## src/rtl/branch_pkg.sv

```systemverilog
// Shared types and constants for the next-PC branch controller.
package branch_pkg;

    localparam int PC_W_DEF = 12;
    localparam logic [PC_W_DEF-1:0] RST_PC = '0;

    typedef enum logic [2:0] {
        BR_NONE = 3'd0,
        BR_JMP  = 3'd1,
        BR_BZ   = 3'd2,
        BR_BNZ  = 3'd3,
        BR_CALL = 3'd4,
        BR_RET  = 3'd5,
        BR_REL  = 3'd6,
        BR_RSVD = 3'd7
    } br_kind_t;

    typedef enum logic {
        ST_RUN    = 1'b0,
        ST_HALTED = 1'b1
    } state_t;

endpackage

```

## src/rtl/ras_stack.sv

```systemverilog
// Hardware return-address stack; sp counts valid entries (0..DEPTH).
module ras_stack #(
    parameter int  DEPTH = 8,
    parameter int  W     = 12,
    localparam int AW    = $clog2(DEPTH),
    localparam int SPW   = AW + 1
) (
    input  logic           CLK,
    input  logic           init_n,
    input  logic           push,
    input  logic           pop,
    input  logic [W-1:0]   push_data,
    output logic [W-1:0]   top,
    output logic [SPW-1:0] sp,
    output logic           ovf,
    output logic           unf
);

    logic [W-1:0]   mem [DEPTH];
    logic [SPW-1:0] sp_q;
    logic           full;
    logic           empty;

    assign full  = (sp_q == SPW'(DEPTH));
    assign empty = (sp_q == '0);
    assign ovf   = push && full;
    assign unf   = pop && empty;
    assign sp    = sp_q;
    assign top   = mem[sp_q[AW-1:0] - AW'(1)];

    always_ff @(posedge CLK or negedge init_n) begin
        if (!init_n) begin
            sp_q <= '0;
        end else if (push && !full) begin
            sp_q <= sp_q + SPW'(1);
        end else if (pop && !empty) begin
            sp_q <= sp_q - SPW'(1);
        end
    end

    // NOTE: storage is not reset; entries above sp are never read, so clearing sp is enough.
    always_ff @(posedge CLK) begin
        if (push && !full) begin
            mem[sp_q[AW-1:0]] <= push_data;
        end
    end

endmodule

```

## src/rtl/branch_ctrl.sv

```systemverilog
// Next-PC decision unit: jump-target LUT, return-address stack and halt FSM.
// Optional statistics outputs are built when BRANCH_STATS_EN is defined.
module branch_ctrl
    import branch_pkg::*;
#(
    parameter int  RAS_DEPTH   = 8,
    parameter int  LUT_ENTRIES = 32,
    parameter int  PC_W        = PC_W_DEF,
    localparam int IDX_W       = $clog2(LUT_ENTRIES),
    localparam int SP_W        = $clog2(RAS_DEPTH) + 1
) (
    input  logic              CLK,
    input  logic              init_n,
    input  logic [PC_W-1:0]   pc,
    input  logic              halt,
    input  logic              stall,
    input  logic              br_valid,
    input  logic [2:0]        br_kind,
    input  logic [IDX_W-1:0]  br_idx,
    input  logic              zero,
    input  logic              lut_we,
    input  logic [IDX_W-1:0]  lut_waddr,
    input  logic [PC_W-1:0]   lut_wdata,
    output logic              branch_en,
    output logic [PC_W-1:0]   target,
    output logic              flush,
    output logic              ras_ovf,
    output logic              ras_unf,
    output logic              bad_kind
`ifdef BRANCH_STATS_EN
    ,
    output logic [15:0]       taken_cnt,
    output logic [SP_W-1:0]   call_depth_max
`endif
);

    state_t          state, state_nxt;
    br_kind_t        kind;
    logic [PC_W-1:0] lut [LUT_ENTRIES];
    logic [PC_W-1:0] lut_rdata;
    logic [PC_W-1:0] rel_off;
    logic [PC_W-1:0] tgt;
    logic            taken;
    logic            active;
    logic            take;
    logic [PC_W-1:0] ras_top;
    logic [SP_W-1:0] ras_sp;
    logic            ras_push;
    logic            ras_pop;
    logic            ras_ovf_ev;
    logic            ras_unf_ev;

    assign kind      = br_kind_t'(br_kind);
    assign lut_rdata = lut[br_idx];
    assign rel_off   = {{(PC_W-IDX_W){br_idx[IDX_W-1]}}, br_idx};

    // NOTE: LUT entries must read zero after reset, so this memory does take the async reset.
    always_ff @(posedge CLK or negedge init_n) begin
        if (!init_n) begin
            for (int i = 0; i < LUT_ENTRIES; i++) lut[i] <= '0;
        end else if (lut_we) begin
            lut[lut_waddr] <= lut_wdata;
        end
    end

    always_ff @(posedge CLK or negedge init_n) begin
        if (!init_n) state <= ST_RUN;
        else         state <= state_nxt;
    end

    always_comb begin
        state_nxt = state;
        case (state)
            ST_RUN:    if (halt)  state_nxt = ST_HALTED;
            ST_HALTED: if (!halt) state_nxt = ST_RUN;
        endcase
    end

    // NOTE: defaults first so every path assigns taken/tgt and no latch is inferred.
    always_comb begin
        taken = 1'b0;
        tgt   = lut_rdata;
        case (kind)
            BR_JMP, BR_CALL: taken = 1'b1;
            BR_BZ:           taken = zero;
            BR_BNZ:          taken = !zero;
            BR_RET: begin
                taken = (ras_sp != '0);
                tgt   = ras_top;
            end
            BR_REL: begin
                taken = 1'b1;
                tgt   = pc + rel_off;
            end
            default:         taken = 1'b0;
        endcase
    end

    assign active   = br_valid && (state == ST_RUN) && !stall && !halt;
    assign take     = active && taken;
    assign ras_push = take && (kind == BR_CALL);
    assign ras_pop  = active && (kind == BR_RET);

    // Reset gates only the outputs; internal flops are already held by the async clear.
    assign branch_en = init_n && take;
    assign target    = branch_en ? tgt : PC_W'(RST_PC);

    ras_stack #(
        .DEPTH (RAS_DEPTH),
        .W     (PC_W)
    ) u_ras (
        .CLK       (CLK),
        .init_n    (init_n),
        .push      (ras_push),
        .pop       (ras_pop),
        .push_data (pc + PC_W'(1)),
        .top       (ras_top),
        .sp        (ras_sp),
        .ovf       (ras_ovf_ev),
        .unf       (ras_unf_ev)
    );

    // NOTE: sequential state uses non-blocking assignments so all flops update together.
    always_ff @(posedge CLK or negedge init_n) begin
        if (!init_n) begin
            flush    <= 1'b0;
            ras_ovf  <= 1'b0;
            ras_unf  <= 1'b0;
            bad_kind <= 1'b0;
        end else begin
            flush <= take;
            if (ras_ovf_ev)                      ras_ovf  <= 1'b1;
            if (ras_unf_ev)                      ras_unf  <= 1'b1;
            if (active && (kind == BR_RSVD))     bad_kind <= 1'b1;
        end
    end

`ifdef BRANCH_STATS_EN
    always_ff @(posedge CLK or negedge init_n) begin
        if (!init_n) begin
            taken_cnt      <= '0;
            call_depth_max <= '0;
        end else begin
            if (take && (taken_cnt != 16'hFFFF)) taken_cnt <= taken_cnt + 16'd1;
            if (ras_sp > call_depth_max)         call_depth_max <= ras_sp;
        end
    end
`endif

endmodule

```

## config.mk

```make
export PLATFORM = sky130hd
export DESIGN_NAME = branch_ctrl
export DESIGN_NICKNAME = d
export VERILOG_FILES = /design/src/rtl/branch_pkg.sv /design/src/rtl/ras_stack.sv /design/src/rtl/branch_ctrl.sv
export SDC_FILE = /design/constraint.sdc
export NUM_CORES = 1
export LEC_CHECK = 0
export ABC_AREA = 0
export BUFFER_PORTS_ARGS = -buffer_cell sky130_fd_sc_hd__clkbuf_2
export CAP_MARGIN = 15
export CORE_ASPECT_RATIO = 1.1
export CORE_MARGIN = 1
export CORE_UTILIZATION = 65
export CTS_CLUSTER_DIAMETER = 200
export DETAILED_ROUTE_END_ITERATION = 8
export MAX_ROUTING_LAYER = met4
export PLACE_DENSITY = 0.84
export SLEW_MARGIN = 5
export SYNTH_ARGS = -nofsm -noshare
export SYNTH_HDL_FRONTEND = slang
export SYNTH_SLANG_ARGS = --single-unit
```

## constraint.sdc

```tcl
create_clock -name CLK -period 5.41 [get_ports CLK]
set_input_delay 0 -clock CLK [delete_from_list [all_inputs] [get_ports CLK]]
set_output_delay 0 -clock CLK [all_outputs]
set_load 0.05 [all_outputs]
```

# Word-level counts from Yosys, hierarchy flattened
# Memory sizes are Yosys's and may differ from the RTL's.
# Cells that the tools add are included.
[word_totals]
mem_bits_rw = 96
input_bits = 44
n_memories = 1
out_inout_bits = 17
ff_bits = 393
[mem_list]
columns = ["name", "depth", "word_bits", "rd", "rd_ports_with_merged_regs", "write_ports", "line", "rtl"]
rows = [
  ["u_ras.mem", 8, 12, 1, 0, 1, "ras_stack.sv:19", "logic [W-1:0] mem [DEPTH];"],
]
[op_classes]
n_reduce_logical = 22
n_lt_le_gt_ge = 3
muxes = 14
n_addsub = 5
n_bitwise = 3
eq_ne = 8
[op_table]
columns = ["op", "n"]
rows = [
  ["384-bit bitwise mux", 1],
  ["12-bit binary-select mux with 5-bit select", 1],
  ["12-bit demux with 5-bit select", 1],
  ["12-bit 2-to-1 mux", 4],
  ["12-bit case mux with 2 select lines", 1],
  ["1-bit logical AND", 13],
  ["12-bit by 1-bit adder with 12-bit output (second input constant)", 1],
  ["12-bit adder", 1],
  ["3-bit == test (second input constant)", 4],
  ["6-bit greater-or-equal comparator (second input constant)", 2],
  ["5-bit inverter with 6-bit output", 2],
  ["4-bit 2-to-1 mux", 2],
  ["3-bit by 2-bit == test with 1-bit output (second input constant)", 2],
  ["6-bit by 1-bit less-than comparator with 1-bit output (second input constant)", 1],
  ["1-bit logical NOT", 5],
  ["4-bit by 1-bit adder with 4-bit output (second input constant)", 1],
  ["4-bit == test (second input constant)", 1],
  ["4-bit logical NOT", 1],
  ["1-bit case mux with 4 select lines", 1],
  ["4-bit nonzero test", 1],
  ["4-bit by 1-bit subtractor with 4-bit output (second input constant)", 1],
  ["3-bit by 1-bit == test with 1-bit output (second input constant)", 1],
  ["1-bit 2-to-1 mux", 3],
  ["3-bit OR reduction", 1],
  ["3 further kinds", 3],
]

# Depth between registers and ports, before layout
[logic_depth]
ltp_word = 9
mapped_depth = 12
mapped_depth_nobuf = 11

# Cells and area by module
# From an unflattened synthesis, not the netlist that was laid out.
[hier_totals]
cells_unflattened = 1400
hier_area_um2 = 22580.4
[by_module_without_submodules]
columns = ["module", "cells_each", "area_each_um2", "seq_area_each_um2", "n_inst"]
rows = [
  ["branch_ctrl", 1211, 18557.8, 9734.3, 1],
  ["ras_stack", 189, 4022.6, 2982.9, 1],
]

# Worst setup path before layout
# Ideal clock, no wire load.
[synth_timing]
path_kind = "register -> output"
start = "register u_ras.sp_q[0], in the netlist u_ras.sp[0]"
end = "output port target[9]"
stages_incl_launch_ff = 11
slack_ns = 1.952
required_time_ns = 5.410
t_arrival_ns = 3.458
path_cell_list = "dfrtp_1 -> buf_1 -> inv_1 -> ha_1 -> clkbuf_1 -> clkbuf_1 -> mux4_2 -> nand2_1 -> a21oi_1 -> nor3_1 -> a211oi_1"
[synth_via]
elab_chain_len = 5
[synth_lines]
columns = ["element", "line", "rtl"]
rows = [
  ["start, declared", "ras_stack.sv:20", "logic [SPW-1:0] sp_q;"],
  ["start signal, assigned", "ras_stack.sv:35", "sp_q <= sp_q + SPW'(1);"],
  ["start signal, assigned", "ras_stack.sv:37", "sp_q <= sp_q - SPW'(1);"],
  ["branches (longest 4 deep; another with memory 8 x 12 bit)", "n/a", ""],
  ["12-bit 2-to-1 mux *", "branch_ctrl.sv:106", "assign target = branch_en ? tgt : PC_W'(RST_PC);"],
  ["end, declared", "branch_ctrl.sv:25", "output logic [PC_W-1:0] target,"],
]
# Mark *: on every way between the ends.

# Worst setup path after layout
# Ends and elaborated chain as after synthesis.

==> reports/results.txt <==
Min Tclk post-route - 4092 ps
Final Setup Violations - 0
Critical path fanouts, max - 32
Leak - 10.72 nW
Rel. slew slack - 23.60%
Post-synth top flop - dfrtp_1
R2R Path Start - state
Worst-path cell chain - inv_1 -> ha_1 -> mux4_2 -> nand2_1 -> a21oi_1 -> nor3_1 -> a211oi_1 -> clkbuf_2
Vias/cell - 6.626
Adder-Cell Fraction of Synth Area - 1.060%
Hold WC Path Type - input pin to async pin
Nature of the critical path endpoint - output pin
Syn_area_per_cell - 15.55 sq um
Area of the multi-input gates - 9430 sq um
Post-route ant nets - 0
Die height - 197.8 um
Hold_ws - -16.47 ps
Initial DRC count - 1096
Fillers - 2077
Mapped cell area - 22660 sq um
DRT Pass-1 Iters - 5
PwrDens - 400.1 nW/um^2
DR DRC count - 0
Top-area cell type share of the netlist area - 43.41%
Yosys warnings - 0
Area of the core - 34290 sq um
Largest net degree at the start of global routing - 210
Final net count - 1565
Vias in the first global route - 13810
CTS tree - yes
Gr ovfl total - 0
Register area - 12720 sq um
P&R area growth vs syn - 10.67%
Clk sinks - 489
CP startpoint kind - flop
Routed via count - 13140
Failing checks - negative hold slack
Clk Latency, worst-skew pair - 550 ps
Start point of the critical path - u_ras.sp[0]
Worst Tran Pin Value - 1142 ps
Final hold viol count - 8
Compound-Gate Fraction of Synth Area - 2.999%
Final Skew - 7.654 ps
RSZ-0062 raised after global routing - false
Status - finished, violations left
Most frequent cell after synthesis - dfrtp_1
Crit path capture - target[9]
WL/cell - 26.25 um
Worst IR drop on VDD - 0.2405 mV
Layout cell share with drive strength beyond 1 - 45.10%
Worst r2r path cells - 12
Cell count after synthesis - 1457
Synth top cells by count - dfrtp_1 (393), mux2_2 (392), mux4_2 (128)
Starting density of the core - 66.07%
Multiplexer share of the synthesized area - 33.32%
Largest stage delay, worst path - 1030 ps
Placed inst area - 23290 sq um
Setup tns final - 0 ps
Worst path arrival time - 4090 ps
Synth Net Count - 1519
Longest Clk Path Bufs - 3
Post-synth EDFFs - 96
Die area - 35610 sq um
Site Rows - 71
Fin. max-slew vios - 0
Total global-route track usage - 31.82%
Final WL - 52060 um
Worst Path Required - 5410 ps
Chip Width - 180.0 um
Crit path max-delay cell type - ha_1
Post-Synth XOR/XNOR Area - 0.7732%
Main combinational cell family by area after synthesis - multiplexers
R2R setup slack - 2270 ps
Area contributors post-synth - dfrtp_1 (43%), mux2_2 (19%), edfxtp_1 (13%)
Root Buffer - clkbuf_16
Final HPWL DP - 32720 um
Critical path class - flop to output pin
IO buf count - 60
Async S/R FF share, synth - 80.37%
CTS clock-pin slew for the worst setup and hold paths - 60 ps
Largest area contributor in the netlist - dfrtp_1
RD Place Congestion - 0.8785
Tcrit/Tclk final - 75.64%
First-pass GRT wire length - 82610 um
Initial antenna violation count - 4
Synth Register Bits - 489
Register area share after synthesis - 56.13%
Max_cap viols - 0
Number of distinct library cells after synthesis - 56
Final instance area - 25070 sq um
Num CTS Buffers - 48
H-Tree Depth - 2
Fmax - 0.2444 GHz
Simple-gate share of the synthesized area - 3.430%
Io pins - 61
Worst r2r dst - u_ras.sp[3]
[critical path, delay by kind of cell (launching register included)]
| kind | cells | cell delay [ps] |
|---|---|---|
| fa+ha+maj | 1 | 1030 |
| flops | 1 | 1000 |
| buf+inv | 2 | 520 |
| compound gates | 2 | 480 |
| mux | 1 | 360 |
| simple gates | 2 | 130 |
[worst min-delay path by stage]
stage                  endpoint  cells after the start
global route            ras_ovf                      2
CTS                 u_ras.sp[3]                      2
floorplan              bad_kind                      0
global placement    u_ras.sp[2]                      1
detailed placement  u_ras.sp[3]                      1
finish              u_ras.sp[1]                      2
[state kept, by name (all words and copies together), names as in the netlist]
signal     count
ras_unf        1
u_ras.sp       4
lut          384
u_ras.mem     96
flush          1
state          1
bad_kind       1
ras_ovf        1
[power breakdown]
group	internal [mW]	switching, mW	total [mW]
clock network	1.97	1.36	3.33
registers	4.34	0.364	4.70
logic	1.11	0.891	2.00
[cells in the final DEF, fill, tap and decap left out, types with 3 or more instances in the layout]
cell	netlist	final
edfxtp_1	96	96
clkinv_1	1	3
clkinv_2	0	8
o21ai_0	15	14
o221ai_1	3	3
a21oi_1	32	32
a31oi_1	6	6
nand2b_1	6	6
nand3b_1	4	4
a211oi_1	8	8
buf_4	5	32
diode_2	0	4
xnor2_1	13	13
clkbuf_2	0	57
xor2_1	7	7
dlygate4sd3_1	0	16
clkbuf_8	0	10
nand2_1	66	66
mux4_2	128	128
nor3b_1	4	4
ha_1	16	16
a21o_1	7	7
mux4_1	5	5
mux2_2	392	392
and3_1	3	3
mux2i_1	12	12
nor2_1	43	43
clkbuf_1	91	16
a221oi_2	3	3
a22oi_1	11	11
dfrtp_1	393	392
nor2b_1	6	6
bufinv_16	0	4
clkbuf_16	0	49
inv_1	8	8
nand3_1	13	13
nor3_1	10	8
[layout make-up]
type                            instances  share of cell area (%)
Clock inverter                         15                  0.7036
Tap cell                              438                   2.186
Antenna cell                            4                 0.03992
Sequential cell                       489                   50.73
Inverter                                9                  0.1347
Clock buffer                           73                   5.569
Multi-Input combinational cell        845                   37.61
Timing Repair Buffer                  110                   3.029
[timing repair]
action	4_1_cts	5_1_grt
gates resized for setup	0	0
setup buffers	0	0
endpoints found under the hold margin	123	0
hold buffers	16	0
[cells by family (layout without fill, tap and decap cells)]
group / Yosys count / count (layout)
mux: 537 / 537
flops: 489 / 489
simple gates: 169 / 169
buf+inv: 123 / 207
compound gates: 101 / 101
xor+xnor: 20 / 20
fa+ha+maj: 18 / 18
other cells: 0 / 4
[stage by stage]
step	total power [mW]	setup WS [ps]	hold WS, ps	cells	util [%]
2_1_floorplan	6.148	1952	-295.6	1457	-
3_3_place_gp	6.578	1966	-18.37	1871	67.91
3_5_place_dp	6.710	1890	-8.908	1871	67.91
4_1_cts	10.05	1288	6.700	1975	72.97
5_1_grt	10.43	951.3	36.13	1983	73.12
6_report	10.03	1318	-16.47	1983	73.12
[layer usage]
layer	GRT usage [%]	up-vias	share of wire, %
li1	-	5594	-
met1	41.53	6940	40
met2	52.17	483	51
met3	4.377	122	5.8
met4	10.92	0	3.1
met5	-	-	0
(Power assumes the default switching activity.)
